File: src/rtl/dft_pkg.sv
// ---------------------------------------------------------------------------
// dft_pkg
// Shared definitions for the DFT bin sequencer slice.
//   DFT_WIDTH : default component width (two's complement)
//   DFT_FRAC  : default number of fractional bits
//   state_t   : sequencer FSM states
// ---------------------------------------------------------------------------
package dft_pkg;

  localparam int DFT_WIDTH = 24;
  localparam int DFT_FRAC  = 8;

  // IDLE waits for start, CALC waits for the calculator, HOLD presents a bin
  typedef enum logic [1:0] {
    IDLE = 2'd0,
    CALC = 2'd1,
    HOLD = 2'd2
  } state_t;

endpackage

File: src/rtl/dft_power.sv
// ---------------------------------------------------------------------------
// dft_power
// Combinational squared magnitude of one complex bin, rescaled by FRAC.
// Ports:
//   i_re  : signed real part, WIDTH bits
//   i_im  : signed imaginary part, WIDTH bits
//   o_pow : (re*re + im*im) >> FRAC, unsigned, 2*WIDTH bits
// ---------------------------------------------------------------------------
module dft_power #(
  parameter int WIDTH = dft_pkg::DFT_WIDTH,
  parameter int FRAC  = dft_pkg::DFT_FRAC
) (
  input  logic signed [WIDTH-1:0]   i_re,
  input  logic signed [WIDTH-1:0]   i_im,
  output logic        [2*WIDTH-1:0] o_pow
);

  logic signed [2*WIDTH-1:0] w_reExt;
  logic signed [2*WIDTH-1:0] w_imExt;
  logic signed [2*WIDTH-1:0] w_reSq;
  logic signed [2*WIDTH-1:0] w_imSq;
  logic        [2*WIDTH:0]   w_sum;

  // Extend before multiplying so the full product fits; a square is never
  // negative, so each product can be added as an unsigned value.
  assign w_reExt = {{WIDTH{i_re[WIDTH-1]}}, i_re};
  assign w_imExt = {{WIDTH{i_im[WIDTH-1]}}, i_im};
  assign w_reSq  = w_reExt * w_reExt;
  assign w_imSq  = w_imExt * w_imExt;

  // One extra bit keeps the sum of two maximal squares from overflowing.
  assign w_sum   = {1'b0, w_reSq} + {1'b0, w_imSq};
  assign o_pow   = (2*WIDTH)'(w_sum >> FRAC);

endmodule

File: src/rtl/dft_bin_sequencer.sv
// ---------------------------------------------------------------------------
// dft_bin_sequencer
// Walks an external component calculator through every DFT bin, captures each
// result together with its squared magnitude and hands it to a consumer over a
// valid/ready handshake.
// Ports:
//   clk, reset             : clock, synchronous active-high reset
//   start                  : begin a full sweep (ignored while busy)
//   busy, done             : sweep in progress, one-cycle end-of-sweep pulse
//   comp_reset, comp_idx   : calculator control (held in reset between bins)
//   comp_ready/real/imag   : calculator result
//   out_valid, out_ready   : output handshake
//   out_idx/real/imag/pow  : captured bin and its squared magnitude
//   out_last               : marks bin SAMPLES-1
// ---------------------------------------------------------------------------
module dft_bin_sequencer
  import dft_pkg::*;
#(
  parameter int WIDTH   = DFT_WIDTH,
  parameter int FRAC    = DFT_FRAC,
  parameter int SAMPLES = 4
) (
  input  logic                       clk,
  input  logic                       reset,
  input  logic                       start,
  output logic                       busy,
  output logic                       done,
  output logic                       comp_reset,
  output logic [$clog2(SAMPLES)-1:0] comp_idx,
  input  logic                       comp_ready,
  input  logic signed [WIDTH-1:0]    comp_real,
  input  logic signed [WIDTH-1:0]    comp_imag,
  output logic                       out_valid,
  input  logic                       out_ready,
  output logic [$clog2(SAMPLES)-1:0] out_idx,
  output logic [WIDTH-1:0]           out_real,
  output logic [WIDTH-1:0]           out_imag,
  output logic [2*WIDTH-1:0]         out_pow,
  output logic                       out_last
);

  localparam int                IDXW     = $clog2(SAMPLES);
  localparam logic [IDXW-1:0]   LAST_IDX = IDXW'(SAMPLES - 1);

  state_t               r_state;
  logic                 r_busy;
  logic                 r_done;
  logic                 r_compReset;
  logic [IDXW-1:0]      r_compIdx;
  logic                 r_outValid;
  logic                 r_outLast;
  logic [IDXW-1:0]      r_outIdx;
  logic [WIDTH-1:0]     r_outReal;
  logic [WIDTH-1:0]     r_outImag;
  logic [2*WIDTH-1:0]   r_outPow;
  logic [2*WIDTH-1:0]   w_pow;

  dft_power #(
    .WIDTH (WIDTH),
    .FRAC  (FRAC)
  ) u_power (
    .i_re  (comp_real),
    .i_im  (comp_imag),
    .o_pow (w_pow)
  );

  // Sequencer FSM. All outputs are registered here; the calculator stays in
  // reset everywhere except CALC, so it restarts cleanly for every bin. The
  // magnitude is captured on the same edge as the raw components.
  always_ff @(posedge clk) begin
    if (reset) begin
      r_state     <= IDLE;
      r_busy      <= 1'b0;
      r_done      <= 1'b0;
      r_compReset <= 1'b1;
      r_compIdx   <= '0;
      r_outValid  <= 1'b0;
      r_outLast   <= 1'b0;
      r_outIdx    <= '0;
      r_outReal   <= '0;
      r_outImag   <= '0;
      r_outPow    <= '0;
    end else begin
      r_done <= 1'b0;
      case (r_state)
        IDLE: begin
          if (start) begin
            r_state     <= CALC;
            r_busy      <= 1'b1;
            r_compReset <= 1'b0;
            r_compIdx   <= '0;
          end
        end
        CALC: begin
          if (comp_ready) begin
            r_outReal   <= comp_real;
            r_outImag   <= comp_imag;
            r_outIdx    <= r_compIdx;
            r_outPow    <= w_pow;
            r_outValid  <= 1'b1;
            r_outLast   <= (r_compIdx == LAST_IDX);
            r_compReset <= 1'b1;
            r_state     <= HOLD;
          end
        end
        HOLD: begin
          if (out_ready) begin
            r_outValid <= 1'b0;
            r_outLast  <= 1'b0;
            if (r_outLast) begin
              r_state   <= IDLE;
              r_busy    <= 1'b0;
              r_done    <= 1'b1;
              r_compIdx <= '0;
            end else begin
              r_compIdx   <= r_compIdx + 1'b1;
              r_compReset <= 1'b0;
              r_state     <= CALC;
            end
          end
        end
        default: begin
          r_state     <= IDLE;
          r_busy      <= 1'b0;
          r_compReset <= 1'b1;
        end
      endcase
    end
  end

  assign busy       = r_busy;
  assign done       = r_done;
  assign comp_reset = r_compReset;
  assign comp_idx   = r_compIdx;
  assign out_valid  = r_outValid;
  assign out_last   = r_outLast;
  assign out_idx    = r_outIdx;
  assign out_real   = r_outReal;
  assign out_imag   = r_outImag;
  assign out_pow    = r_outPow;

endmodule

File: config.mk
export PLATFORM = sky130hd
export DESIGN_NAME = dft_bin_sequencer
export DESIGN_NICKNAME = d
export VERILOG_FILES = /design/src/rtl/dft_pkg.sv /design/src/rtl/dft_power.sv /design/src/rtl/dft_bin_sequencer.sv
export SDC_FILE = /design/constraint.sdc
export NUM_CORES = 2
export LEC_CHECK = 0
export BUFFER_PORTS_ARGS = -buffer_cell sky130_fd_sc_hd__buf_2
export CORE_ASPECT_RATIO = 0.6
export CORE_MARGIN = 2
export CORE_UTILIZATION = 40
export CTS_CLUSTER_SIZE = 20
export DETAILED_ROUTE_END_ITERATION = 8
export HOLD_SLACK_MARGIN = 0.02
export PLACE_DENSITY_LB_ADDON = 0.05
export SYNTH_ARGS = -nofsm -noshare
export SYNTH_HDL_FRONTEND = slang
export SYNTH_HIERARCHICAL = 1
export SYNTH_SLANG_ARGS = --single-unit
File: constraint.sdc
create_clock -name clk -period 13.2 [get_ports clk]
set_input_delay 1.32 -clock clk [delete_from_list [all_inputs] [get_ports clk]]
set_output_delay 1.32 -clock clk [all_outputs]
set_load 0.02 [all_outputs]
---- Word level (Yosys, flattened, before mapping) ----
Cells that the tools add are included.
word-level totals
  memories kept ........................... 0
  ROM bits ................................ 0
  register bits after elaboration ......... 100
  RAM bits ................................ 0
  bits in latches ......................... 0
  word-level logic and storage cells ...... 59
  output and inout bits ................... 105
  bits of input ports ..................... 53
operators by class
  shift operators ......................... 0
  bitwise operators ....................... 3
  eq/ne operators ......................... 8
  $lt $le $gt $ge ......................... 0
  div/mod/pow operators ................... 0
  reductions and logical operators ........ 10
  multipliers ............................. 2
  add/sub/neg operators ................... 2
  multiplexer cells ....................... 23
operators with widths
  operator                                       count
  multiplier 24 x 24 -> 48 bit                   2
  adder 48 x 48 -> 49 bit                        1
  two-way mux 2 bit                              6
  two-way mux 1 bit                              11
  != test 2 bit, second input constant           5
  AND reduction 3 bit                            3
  AND reduction 4 bit                            2
  one-hot mux 1 bit (3 select lines)             2
  one-hot mux 2 bit (3 select lines)             1
  == test 2 bit, second input constant           2
  one-hot mux 1 bit (2 select lines)             2
  one-hot mux 2 bit (2 select lines)             1
  nonzero test 2 bit                             2
  inverter 1 bit                                 3
  OR reduction 3 bit                             1
  adder 2 x 1 -> 2 bit, second input constant    1
  == test 2 x 1 -> 1 bit, second input constant  1
  zero test 2 bit                                1
  AND reduction 2 bit                            1

---- Depth between registers and ports, before layout ----
  word-level depth ........................ 4
  gate-level depth with buffers ........... 42
  mapped depth without buffers ............ 39

---- By module ----
The synthesis kept the hierarchy.
by module, submodules not included
  module             sequential area each (sq um)  area each (sq um)  cells each  instances
  dft_power          0.0                           39890.8            4267        1
  dft_bin_sequencer  2142.1                        3828.7             474         1

---- Worst setup path after synthesis ----
OpenSTA, ideal clock, no wires.
  path kind ............................... input port to flip-flop
  start ................................... input port comp_real[1]
  end ..................................... register r_outPow[39], in the netlist out_pow[39]
  arrival ................................. 9.775 ns
  slack ................................... 3.293 ns
  path buffers ............................ 3
  setup time .............................. 0.132 ns
  required time ........................... 13.068 ns
  stages .................................. 39
  path through ............................ clkbuf_1 clkbuf_1 nand2_1 fa_1 fa_1 fa_1 inv_1 fa_1 inv_1 fa_1 inv_1 fa_1 inv_1 fa_1 inv_1 ha_1 clkbuf_2 nand3_1 [3 not listed] nand4_1 a21boi_1 o21ai_0 a21oi_1 xnor2_1 ha_1 a21o_1 a21o_1 a221oi_1 nor2_1 a2111oi_2 o21ai_1 or2_1 a41oi_1 o21ai_0 o311a_1 nand2_1 a21oi_1
between the ends
  word-level cells in the longest chain between the ends .. 2
ends and longest elaborated chain
  item                          RTL line                 text
  start, declared               dft_bin_sequencer.sv:31  input logic signed [WIDTH-1:0] comp_real,
  multiplier 24 x 24 -> 48 bit  dft_power.sv:28          assign w_reSq = w_reExt * w_reExt;
  adder 48 x 48 -> 49 bit       dft_power.sv:32          assign w_sum = {1'b0, w_reSq} + {1'b0, w_imSq};
  named net w_pow[39]           dft_bin_sequencer.sv:56  logic [2*WIDTH-1:0] w_pow;
  end signal, assigned          dft_bin_sequencer.sv:99  r_outPow <= w_pow;
  end, declared                 dft_bin_sequencer.sv:55  logic [2*WIDTH-1:0] r_outPow;
The timed path passes the listed nets, and every way through them passes these cells.
A chain may end at the register's enable or synchronous reset.

---- Worst setup path in the final report ----
  start ................................... input port comp_imag[8]
  end ..................................... register r_outPow[39], in the netlist out_pow[39]
between the ends
  word-level cells in the longest chain between the ends .. 2
ends and longest elaborated chain
  item                          RTL line                 text
  start, declared               dft_bin_sequencer.sv:32  input logic signed [WIDTH-1:0] comp_imag,
  multiplier 24 x 24 -> 48 bit  dft_power.sv:29          assign w_imSq = w_imExt * w_imExt;
  adder 48 x 48 -> 49 bit       dft_power.sv:32
  named net w_pow[39]           dft_bin_sequencer.sv:56
The timed path passes the listed nets, and every way through them passes these cells.

==> results.md <==
- Hold Crit Endpoint: out_pow[5]
- Start point of the worst min-delay path: out_pow[5]
- Final nets: 6278
- Seq cells post-synth: approximately 110
- CORE AREA: 107900 µm²
- Final Cycle Share: 0.8626
- Status: finished clean
- Fin. Hold Viols: 0
- Share of the synthesized area in the top cell type: 0.5087
- Synth Flop Type: dfxtp_1
- Clock skew: 0.01419 ns
- Sequential area share after synthesis: 0.04900
- Post-Route Utilization: 0.4269
- Dominant cells by area after synthesis: fa_1, inv_1, ha_1, nand2_1, dfxtp_1
- Critical path peak fanout: 23
- Arrival time worst endpoint: between 10 and 15 ns
- Max stage delay cell, worst path: fa_1
- Dominant cell type by area after synthesis: fa_1
- Die width: approximately 430 µm
- Reg2Reg Depth: 4
- Critical path class: in2reg
- Reg2reg end: out_pow[14]
- Starting density of the core: 0.4053
- Reg-to-reg startpoint: r_state[0]
- Max transition margin: 0.3040
- Post-CTS Resized: 0
- Clock latency on the worst-skew pair: about 0.45 ns
- Clock tree buffer depth: 2
- Max Slew Vio Count: 0
- Synth Area per Inst: 9.222 µm²
- Post-synth ARST share: 0
- Area Overhead vs Synth: 5.335%
- Hold Crit Class: reg2reg
- CTS Sinks: 107
- First-pass GRT wire length: roughly 190000 µm
- DRC: 0
- CP endpoint kind: flop
- TritonCTS Buffers: 9
- Slew @ Worst Pin: roughly 1.0 ns
- Max Cap Violations: 0
- Htree depth: 3
- Number of flops mapped to enable cells by yosys: 0
- Most common cell on crit path: inv_1
- Cells on Worst Hold Path: 2
- Area of the die: 112000 µm²
- PortBufs: 157
- Final TNS setup: 0 ns
- DRT iter0 DRCs: 1743
- Yosys warns: 6
- R2R Setup Slk: 10.45 ns
- Post-Syn Area: 43720 µm²
- Post-detail-place hpwl: 101000 µm
- RSZ-0062 raised after global routing: no
- Congestion Overflow GR: 0
- Max Freq: approximately 0.088 GHz
- Initial antenna violation count: 1
- Clock tree from TritonCTS: done
- Synth Instances: 4741
- Die height: 260.1 µm
- IO Count: roughly 160
- Placement Rows: 93
- Vias in the first global route: 32.06k
- Maximum number of pins on one net before global-route repair: 74
- Setup violators final: 0
- Post-CTS Hold Buffers: 0
- Ratio of cells with drive above 1 in the final layout: 0.05039
- Via count: 29.79k
- Crit path required time: 13.49 ns
- Gpl congestion: ~0.87
- Routed length per instance: 19.67 µm
- Critical Path Start Type: input pin
- Via/cell ratio: 4.797
- CTS root buf: clkbuf_16
- Total GRT Usage: 0.2299
- CTS clk-pin slew, worst paths: 0.08 ns
- Post-CTS setup buffer count: 0
- First-pass DRT Iterations: 5
- Post-layout minimum cycle time: 11.39 ns
- Total Wirelength: 122100 µm
- Post-route ant nets: 0
- Fin Hold WS: 0.4505 ns
- Slowest cell delay on critical path: 0.63 ns
- Yosys cell types: 91
-- registers in the layout (all words and copies together) (netlist names) --
name,flops
out_idx,2
comp_idx,2
busy,1
out_pow,48
out_valid,1
r_state,2
out_last,1
out_real,24
done,1
out_imag,24
comp_reset,1
-- cell usage in the layout, fill, tap and decap left out, drive strengths merged, types with 4 or more instances in the layout --
cell type | synthesis | layout
ha | 336 | 336
a31oi | 14 | 14
buf | 31 | 175
a21o | 67 | 67
xnor2 | 119 | 119
a21oi | 213 | 213
mux2i | 6 | 6
o31ai | 5 | 5
a211oi | 9 | 9
nand2b | 23 | 23
o21bai | 17 | 17
nand3 | 28 | 28
nand3b | 4 | 4
xor2 | 35 | 35
o2111ai | 4 | 4
nand2 | 596 | 596
dfxtp | 107 | 107
o21a | 14 | 14
nor3b | 6 | 6
nor2 | 92 | 92
o21ai | 56 | 56
and3 | 11 | 11
and2 | 201 | 201
nor2b | 49 | 49
clkbuf | 122 | 12
a311oi | 4 | 4
nor3 | 14 | 14
inv | 1362 | 1362
nand4 | 12 | 12
o211ai | 7 | 7
fa | 1111 | 1111
a221oi | 6 | 6
or2 | 8 | 8
conb | 1 | 7
a41oi | 4 | 4
-- metrics by stage --
stage | worst slack, ns | cell area [µm²] | instances
CTS | 1.998 | 46050 | 6208
finish | 1.814 | 46050 | 6209
floorplan | 3.293 | 43740 | 4747
detailed placement | 1.530 | 45750 | 6192
global route | 1.354 | 46050 | 6208
global placement | 1.630 | 45750 | 6192
-- kinds of logic after synthesis --
group,Yosys count,share of synthesized area
adders and majority gates,1447,0.6049
and+or+nand+nor,1060,0.1128
muxes,9,0.002146
xor gates and xnor gates,154,0.03085
other,1,0.00008577
AOI/OAI and AO/OA,446,0.06731
buffers and inverters,1517,0.1329
DFF,107,0.04900
-- worst max-delay path: cells and delay by family --
family,cells,cell delay [ns]
adders and majority gates,9,4.34
AOI/OAI and AO/OA,15,3.73
buffers and inverters,9,1.25
and+or+nand+nor,6,0.86
xor gates and xnor gates,1,0.15
-- final cells by class --
cell class | count | area [µm²]
Clock inverter | 4 | 50.05
Multi-Input combinational cell | 3123 | 35790
Fill cell | 10867 | 61820
Timing Repair Buffer | 175 | 923.4
Clock buffer | 12 | 246.5
Sequential cell | 107 | 2142
Tap cell | 1425 | 1783
Inverter | 1362 | 5112
Antenna cell | 1 | 2.502
-- synth_stat cells (all sizes together) (4+ instances only) --
cell type	n
nand4	12
a31oi	14
o21a	14
a221oi	6
o2111ai	4
nor3b	6
nand3	28
clkbuf	122
a41oi	4
o21ai	56
o21bai	17
a21oi	213
nand2b	23
nor3	14
nor2	92
nand2	596
nand3b	4
ha	336
mux2i	6
or2	8
buf	31
nor2b	49
a21o	67
inv	1362
xor2	35
dfxtp	107
a311oi	4
fa	1111
and2	201
and3	11
xnor2	119
o211ai	7
o31ai	5
a211oi	9
-- per-layer routing --
metal	GRT usage	vias to the layer above	share of wire
met2	0.3225	530	0.41
met1	0.3765	15293	0.54
met4	0.02710	0	0.0083
li1	-	13907	-
met3	0.03603	57	0.045
met5	0	-	0
-- worst max path at each step --
stage | startpoint | endpoint | slack (ns) | cells past startpoint
floorplan | comp_real[1] | out_pow[39] | 3.29 | 39
global placement | comp_imag[8] | out_pow[39] | 1.63 | 40
detailed placement | comp_imag[8] | out_pow[39] | 1.53 | 40
CTS | comp_imag[8] | out_pow[39] | 2.00 | 40
global route | comp_imag[8] | out_pow[39] | 1.35 | 40
finish | comp_imag[8] | out_pow[39] | 1.81 | 40
Power is left out: the tool's default activity adds up to more than one toggle a clock period on the data nets, which glitch-free logic cannot reach.
